$ cat config.mk
export PLATFORM = sky130hd
export DESIGN_NAME = spi_mem_loader
export DESIGN_NICKNAME = d
export VERILOG_FILES = /design/src/rtl/spi_mem_loader.sv
export SDC_FILE = /design/constraint.sdc
export NUM_CORES = 1
export LEC_CHECK = 0
export ABC_CLOCK_PERIOD_IN_PS = 2600
export CAP_MARGIN = 20
export CORE_MARGIN = 10
export CORE_UTILIZATION = 54
export CTS_CLUSTER_DIAMETER = 150
export DETAILED_ROUTE_END_ITERATION = 10
export PLACE_DENSITY_LB_ADDON = 0.12
export SLEW_MARGIN = 0
export SYNTH_ARGS = -nofsm -noshare
export SYNTH_HDL_FRONTEND = slang
export SYNTH_SLANG_ARGS = --single-unit
$ cat constraint.sdc
create_clock -name clk -period 2.6 [get_ports clk]
set_clock_uncertainty 0.2 [all_clocks]
set_input_delay 0.78 -clock clk [delete_from_list [all_inputs] [get_ports clk]]
set_output_delay 0.78 -clock clk [all_outputs]
set_load 0.01 [all_outputs]
$ cat src/rtl/spi_mem_loader.sv
// Serial load-link receiver: deserialises 12-bit addr/data frames into imem or dmem writes and reports load-done/halt.
// Optional LOADER_CHECKSUM_EN adds load_sum, a modulo-256 sum of committed data since load_done was last cleared.
module spi_mem_loader #(
    parameter int SYNC_STAGES = 2,
    parameter int FRAME_BITS  = 12,
    parameter int LAST_ADDR   = 15
) (
    input  logic       clk,
    input  logic       rst,
    input  logic       sclk_in,
    input  logic       mosi_in,
    input  logic [1:0] mode_in,
    input  logic       halt_in,
    output logic       imem_we,
    output logic       dmem_we,
    output logic [3:0] wr_addr,
    output logic [7:0] wr_data,
    output logic       run_out,
    output logic       done_out,
`ifdef LOADER_CHECKSUM_EN
    output logic [7:0] load_sum,
`endif
    output logic       frame_err
);
    localparam int CNT_W = $clog2(FRAME_BITS + 1);
    localparam logic [CNT_W-1:0] FULL = CNT_W'(FRAME_BITS);
    localparam logic [1:0] MODE_GAP  = 2'b00;
    localparam logic [1:0] MODE_IMEM = 2'b01;
    localparam logic [1:0] MODE_DMEM = 2'b10;
    localparam logic [1:0] MODE_RUN  = 2'b11;

    typedef enum logic [1:0] {IDLE, SHIFT, COMMIT, RUN} state_t;
    state_t state, state_next;

    // All three inputs share one depth so sclk edges stay aligned with mosi and mode.
    logic [SYNC_STAGES-1:0] sclk_sync, mosi_sync, mode0_sync, mode1_sync;
    logic                   sclk_d;
    logic                   sclk_s, mosi_s, sclk_rise;
    logic [1:0]             mode_s;

    logic [CNT_W-1:0]      bit_cnt;
    logic [FRAME_BITS-1:0] sr;
    logic [1:0]            cur_mem;
    logic                  load_done;
    logic                  halt_q;

    logic enter_load, do_shift, do_commit, err, clr_done;

    assign sclk_s    = sclk_sync[SYNC_STAGES-1];
    assign mosi_s    = mosi_sync[SYNC_STAGES-1];
    assign mode_s    = {mode1_sync[SYNC_STAGES-1], mode0_sync[SYNC_STAGES-1]};
    assign sclk_rise = sclk_s & ~sclk_d;
    assign done_out  = (state == RUN) ? halt_q : load_done;

    always_comb begin
        state_next = state;
        enter_load = 1'b0;
        do_shift   = 1'b0;
        do_commit  = 1'b0;
        err        = 1'b0;
        clr_done   = 1'b0;
        case (state)
            IDLE: begin
                if (mode_s == MODE_IMEM || mode_s == MODE_DMEM) begin
                    state_next = SHIFT;
                    enter_load = 1'b1;
                    clr_done   = (mode_s != cur_mem);
                end else if (mode_s == MODE_RUN) begin
                    state_next = RUN;
                    clr_done   = 1'b1;
                end
            end
            SHIFT: begin
                if (mode_s == MODE_GAP) begin
                    if (bit_cnt == FULL) begin
                        state_next = COMMIT;
                    end else begin
                        err        = 1'b1;
                        state_next = IDLE;
                    end
                end else if (mode_s != cur_mem) begin
                    // Mode jumped mid-frame: drop it and let IDLE re-evaluate next cycle.
                    err        = 1'b1;
                    state_next = IDLE;
                end else if (sclk_rise && bit_cnt < FULL) begin
                    do_shift = 1'b1;
                end
            end
            COMMIT: begin
                do_commit  = 1'b1;
                state_next = IDLE;
            end
            RUN: begin
                clr_done = 1'b1;
                if (mode_s == MODE_GAP) state_next = IDLE;
            end
            default: state_next = IDLE;
        endcase
    end

    always_ff @(posedge clk) begin
        if (rst) begin
            sclk_sync  <= '0;
            mosi_sync  <= '0;
            mode0_sync <= '0;
            mode1_sync <= '0;
            sclk_d     <= 1'b0;
            state      <= IDLE;
            bit_cnt    <= '0;
            sr         <= '0;
            cur_mem    <= MODE_GAP;
            load_done  <= 1'b0;
            halt_q     <= 1'b0;
            imem_we    <= 1'b0;
            dmem_we    <= 1'b0;
            wr_addr    <= '0;
            wr_data    <= '0;
            run_out    <= 1'b0;
            frame_err  <= 1'b0;
        end else begin
            sclk_sync  <= {sclk_sync[SYNC_STAGES-2:0], sclk_in};
            mosi_sync  <= {mosi_sync[SYNC_STAGES-2:0], mosi_in};
            mode0_sync <= {mode0_sync[SYNC_STAGES-2:0], mode_in[0]};
            mode1_sync <= {mode1_sync[SYNC_STAGES-2:0], mode_in[1]};
            sclk_d     <= sclk_s;
            state      <= state_next;
            if (enter_load) begin
                cur_mem <= mode_s;
                bit_cnt <= '0;
            end
            if (do_shift) begin
                sr      <= {mosi_s, sr[FRAME_BITS-1:1]};
                bit_cnt <= bit_cnt + 1'b1;
            end
            imem_we <= do_commit && (cur_mem == MODE_IMEM);
            dmem_we <= do_commit && (cur_mem == MODE_DMEM);
            if (do_commit) begin
                wr_addr <= sr[3:0];
                wr_data <= sr[FRAME_BITS-1:4];
            end
            if (clr_done) load_done <= 1'b0;
            else if (do_commit && sr[3:0] == 4'(LAST_ADDR)) load_done <= 1'b1;
            frame_err <= err;
            run_out   <= (state == RUN) && (mode_s != MODE_GAP);
            halt_q    <= (state == RUN) ? halt_in : 1'b0;
        end
    end

`ifdef LOADER_CHECKSUM_EN
    always_ff @(posedge clk) begin
        if (rst || clr_done) load_sum <= '0;
        else if (imem_we || dmem_we) load_sum <= load_sum + wr_data;
    end
`endif
endmodule
# Word-level counts from Yosys, hierarchy flattened
# Index checks and enable logic that the tools add are counted.
# totals
romBits	0
latch_bits	0
out_inout_bits	17
word_cells	74
mem_bits_rw	0
reg_bits	47
memories	0
input_bits	7
# op_classes
n_mux	23
n_lt_le_gt_ge	1
n_eq_ne	14
shift	0
multipliers	0
n_addsub	1
bitwise_logic	4
n_div	0
reduce_logical	14
# ops
cell	count
two-way mux 1 bit	13
two-way mux 2 bit	6
equality test 2 bit (second input constant)	5
equality test 4 bit (second input constant)	2
two-way mux 4 bit	2
case mux 2 bit (4 select lines)	1
equality test 2 x 1 -> 1 bit (second input constant)	3
!= test 3 bit (second input constant)	2
OR reduction 2 bit	3
logical AND 1 bit	5
adder 4 x 1 -> 4 bit (second input constant)	1
zero test 2 bit	2
less-than comparator 4 bit (second input constant)	1
nonzero test 2 bit	2
NOT 1 bit	3
AND reduction 3 bit	1
!= test 2 x 1 -> 1 bit (second input constant)	1
!= test 2 bit	1
case mux 1 bit (2 select lines)	1
bitwise AND 1 bit	1
logical OR 1 bit	1

# Logic depth before layout (Yosys ltp)
# depth
word_depth	8
ltp_mapped	8
depth_no_buf	6

# Worst setup path after synthesis
# OpenSTA, ideal clock, no wires.
# synth_path
path_type	reg-to-output
startpoint	register state[0]
endpoint	output port done_out
required_ps	1620
path_slack_ps	700
path_stages_with_launch	3
arrival_time_ps	920
path_buffers	0
path_cell_list	dfxtp_1 > ha_1 > mux2_2
# synth_via
elab_chain_len	2
# synth_rtl
item	line_no	source
from (decl)	33	state_t state, state_next;
from (signal assigned)	126	state <= state_next;
equality test 2 bit	53	assign done_out = (state == RUN) ? halt_q : load_done;
two-way mux 1 bit	53	
to (decl)	19	output logic done_out,
# No other way between the ends.

# Worst setup path after layout
# Same ends and word-level chain as after synthesis.

==> PnR_summary.wiki <==
{| class="wikitable"
! Metric !! Value
|-
| Cell chain of the critical path || ha_4 -> mux2_2 -> dlygate4sd2_1
|-
| CTS clock-pin slew for the worst setup and hold paths || between 100 and 150 ps
|-
| Type of the worst min-delay path || reg2reg
|-
| # diodes || 0
|-
| Maximum fanout encountered on the critical timing path || 5
|-
| HPWL after DPL || between 2000 and 3000 µm
|-
| Terminus of the critical flop-to-flop path || bit_cnt[2]$_SDFFE_PP0P_
|-
| Busiest layer in global routing || met2
|-
| Fraction of layout instances using a drive strength above 1 || 0.09692
|-
| Worst Setup End Kind || output port
|-
| Detailed Route Iter0 Violations || ~190
|-
| Detail Route Antenna Nets || 0
|-
| Placement row count || 21
|-
| IO Count || 24
|-
| Core Footprint || approximately 0.0034 mm²
|-
| Post-CTS repair timing setup buffer count || 0
|-
| Max-cap viol count || 0
|-
| RR Startpoint || mode0_sync[1]$_SDFF_PP0_
|-
| Die ar. || approximately 0.0063 mm²
|-
| Via count of the first global-routing pass || around 1500
|-
| Endpoints failing setup || 0
|-
| Lkg Pwr || 0.8098 nW
|-
| Rel. slew slack || 0.5335
|-
| GR Layer Usage met1 || 0.1412
|-
| Post-synthesis sequential element count || 47
|-
| Synth unique cells || 28
|-
| Post-layout nets || roughly 240
|-
| Number of warnings printed during yosys synthesis || 0
|-
| Count of buffers from port buffering || 23
|-
| Final routed wire length divided by cell count || 13.75 µm
|-
| Clock Path Buffers || 2
|-
| Die X || around 79 µm
|-
| Vias post-DR || 1489
|-
| Drc violations || 0
|-
| Path length in cells of the critical path || 3
|-
| Synth Instances || 202
|-
| Placer congestion estimate || around 0.77
|-
| Max rail drop VDD || 0.3936 mV
|-
| Worst setup slack before clock tree synthesis || 184.2 ps
|-
| First-pass GRT wire length || between 6000 and 7000 µm
|-
| H-tree level count || 2
|-
| Critical path launch point || state[0]$_SDFFE_PP0P_
|-
| Reg2Reg Depth || 7
|-
| Critical path destination || done_out
|-
| GRT Overall Usage || 0.1283
|-
| Number of fill cells in the layout || 279
|-
| Most area-hungry cell type in the Yosys netlist || dfxtp_1
|-
| Mean post-synth cell area || between 9 and 10 µm²
|-
| GRT met3 Usage || 0.04955
|-
| Status || completed
|-
| TritonCTS clock tree || yes
|-
| Detailed-routing iteration count for the pre-antenna-repair pass || 4
|-
| Final worst setup slack || between 80 and 90 ps
|-
| Final total negative setup slack || 0 ps
|-
| Initial antenna violation count || 0
|-
| Minimum clock period || 2518 ps
|-
| Wire length after detailed routing || roughly 3800 µm
|-
| Via-to-Cell Ratio || 5.454
|-
| P per Cell Area || 554.0 mW/mm²
|-
| Pin count of the biggest net entering global routing || 20
|-
| Unrepaired setup endpoints after global routing || false
|-
| Worst R2R Setup Slack || 580 ps
|-
| Start-to-end type of the worst setup path || reg2out
|-
| Crit path max-delay cell type || dfxtp_2
|-
| Count of buffering cells on the critical path with inverters included || 1
|-
| Final global-route overflow total || 0
|-
| Total clock sinks || 47
|-
| Critical path startpoint category || register
|-
| Initial standard-cell utilization of the core || 0.5670
|-
| Fin crit share || 0.9687
|-
| Measured slew at the worst slew-check pin || between 600 and 700 ps
|-
| Final worst hold slack || roughly 250 ps
|-
| Top cell type's share of synthesized area || 0.4934
|-
| Nets in the synthesized netlist || roughly 220
|-
| Cell types occupying the most area after synthesis || dfxtp_1 (49%), mux2i_1 (6.3%), ha_1 (5.9%), a21oi_1 (5.8%), nand3_1 (5.0%)
|-
| Synth-to-layout area growth || 19.16%
|-
| Inserted Clock Buffers || 5
|-
| CP Data Required Time || about 1600 ps
|-
| Post-Synthesis Cell Area || approximately 0.0019 mm²
|-
| Final max-slew violation count || 0
|-
| Insertion delay to the later sink of the worst-skew pair || roughly 360 ps
|-
| Arrival @ worst endpoint || about 1500 ps
|-
| Vert. Die Dim || roughly 80 µm
|-
| CP max stage delay || ~400 ps
|-
| Part of the Yosys area used for sequential elements || 0.4934
|-
| Maximum clock rate || slightly below 400 MHz
|-
| Cell class contributing the biggest share of worst-path delay || flip-flops
|-
| Hold Fails Final Rpt || 0
|-
| Clock tree root driver cell || clkbuf_4
|-
| Met2 Resource Use GR || 0.2152
|}
per-layer routing:
metal  up-vias  wire, µm
met5         -         0
met4         0        76
met3         8       191
met2        24      1910
met1       707      1575
li1        750         -
kinds of logic after synthesis:
| kind of cell | Yosys count | synth area share |
|---|---|---|
| AOI/OAI and AO/OA | 46 | 0.1391 |
| xor gates and xnor gates | 2 | 0.01706 |
| adders and majority gates | 9 | 0.05906 |
| buffers and inverters | 22 | 0.04725 |
| DFF | 47 | 0.4934 |
| muxes | 13 | 0.06890 |
| and+or+nand+nor | 63 | 0.1752 |
synthesized netlist by cell type:
| cell | n |
|---|---|
| o21ai_0 | 12 |
| o2111a_1 | 1 |
| nor4bb_1 | 2 |
| nand2_1 | 5 |
| nand3_1 | 19 |
| nor3b_1 | 2 |
| clkbuf_1 | 8 |
| o31ai_1 | 1 |
| nand2b_1 | 1 |
| mux2_2 | 1 |
| o211ai_1 | 4 |
| a21oi_1 | 22 |
| nand4_1 | 2 |
| a31oi_1 | 3 |
| inv_1 | 8 |
| nand4b_1 | 2 |
| ha_1 | 9 |
| nor2b_1 | 11 |
| dfxtp_1 | 47 |
| a21o_1 | 1 |
| mux2i_1 | 12 |
| and3_1 | 2 |
| o221a_2 | 1 |
| xnor2_2 | 2 |
| a311oi_1 | 1 |
| or4_1 | 1 |
| nor2_1 | 16 |
| buf_2 | 6 |
registers in the layout, indices dropped and copies added, names as in the netlist:
register,flops
sr,12
wr_data,8
bit_cnt,4
wr_addr,4
cur_mem,2
mode0_sync,2
mode1_sync,2
mosi_sync,2
sclk_sync,2
state,2
dmem_we,1
frame_err,1
halt_q,1
imem_we,1
load_done,1
run_out,1
sclk_d,1
layout by cell type, fill, tap and decap left out, types with 8 or more instances in the layout:
| master | count |
|---|---|
| a21oi_1 | 22 |
| buf_4 | 8 |
| clkdlybuf4s50_1 | 22 |
| dfxtp_1 | 45 |
| ha_1 | 8 |
| inv_1 | 8 |
| mux2i_1 | 12 |
| nand3_1 | 19 |
| nor2_1 | 16 |
| nor2b_1 | 11 |
| o21ai_0 | 12 |
metrics by stage:
step / power, mW / util / std cells / instance area (µm²)
2_1_floorplan: 0.8718 / - / 202 / 1907
3_3_place_gp: 0.9095 / 0.6525 / 265 / 2195
3_5_place_dp: 0.9160 / 0.6525 / 265 / 2195
4_1_cts: 1.270 / 0.6726 / 273 / 2262
5_1_grt: 1.323 / 0.6756 / 273 / 2272
6_report: 1.259 / 0.6756 / 273 / 2272
worst min path at each step:
| stage | from | endpoint | depth (start not counted) |
|---|---|---|---|
| 6_report | sclk_sync[0]$_SDFF_PP0_ | sclk_sync[1]$_SDFF_PP0_ | 1 |
| 2_1_floorplan | mode0_sync[0]$_SDFF_PP0_ | mode0_sync[1]$_SDFF_PP0_ | 1 |
| 5_1_grt | sclk_sync[0]$_SDFF_PP0_ | sclk_sync[1]$_SDFF_PP0_ | 1 |
| 4_1_cts | sclk_sync[0]$_SDFF_PP0_ | sclk_sync[1]$_SDFF_PP0_ | 1 |
| 3_3_place_gp | mode0_sync[0]$_SDFF_PP0_ | mode0_sync[1]$_SDFF_PP0_ | 1 |
| 3_5_place_dp | sclk_sync[0]$_SDFF_PP0_ | sclk_sync[1]$_SDFF_PP0_ | 1 |
worst register-to-register path: stages, from the launching register on:
cell and delay, ps:
dfxtp_1 430, inv_1 90, ha_1 270, nor2b_1 170, and3_1 240, buf_4 240
nand4b_1 110, a31oi_1 200
final cells by class:
cell class                 instances  area (µm²)  share of cell area
clock buffer                       7       55.05             0.02423
sequential                        47       943.4              0.4152
multi-input combinational        133       888.4              0.3910
timing repair buffer              31       289.0              0.1272
inverter                           8       30.03             0.01322
clock inverter                     1       8.758            0.003855
tap                               46       57.56             0.02533
power breakdown:
part / switching, mW / total, mW / internal [mW]
clock network: 0.218 / 0.353 / 0.134
registers: 0.0129 / 0.748 / 0.735
logic: 0.0892 / 0.158 / 0.0690
total: 0.320 / 1.26 / 0.938
repair_timing:
item	CTS	global route
setup endpoints to repair	1	1
hold buffers	0	0
resized for setup	4	1
pin swaps	0	0
(Power assumes the default switching activity.)
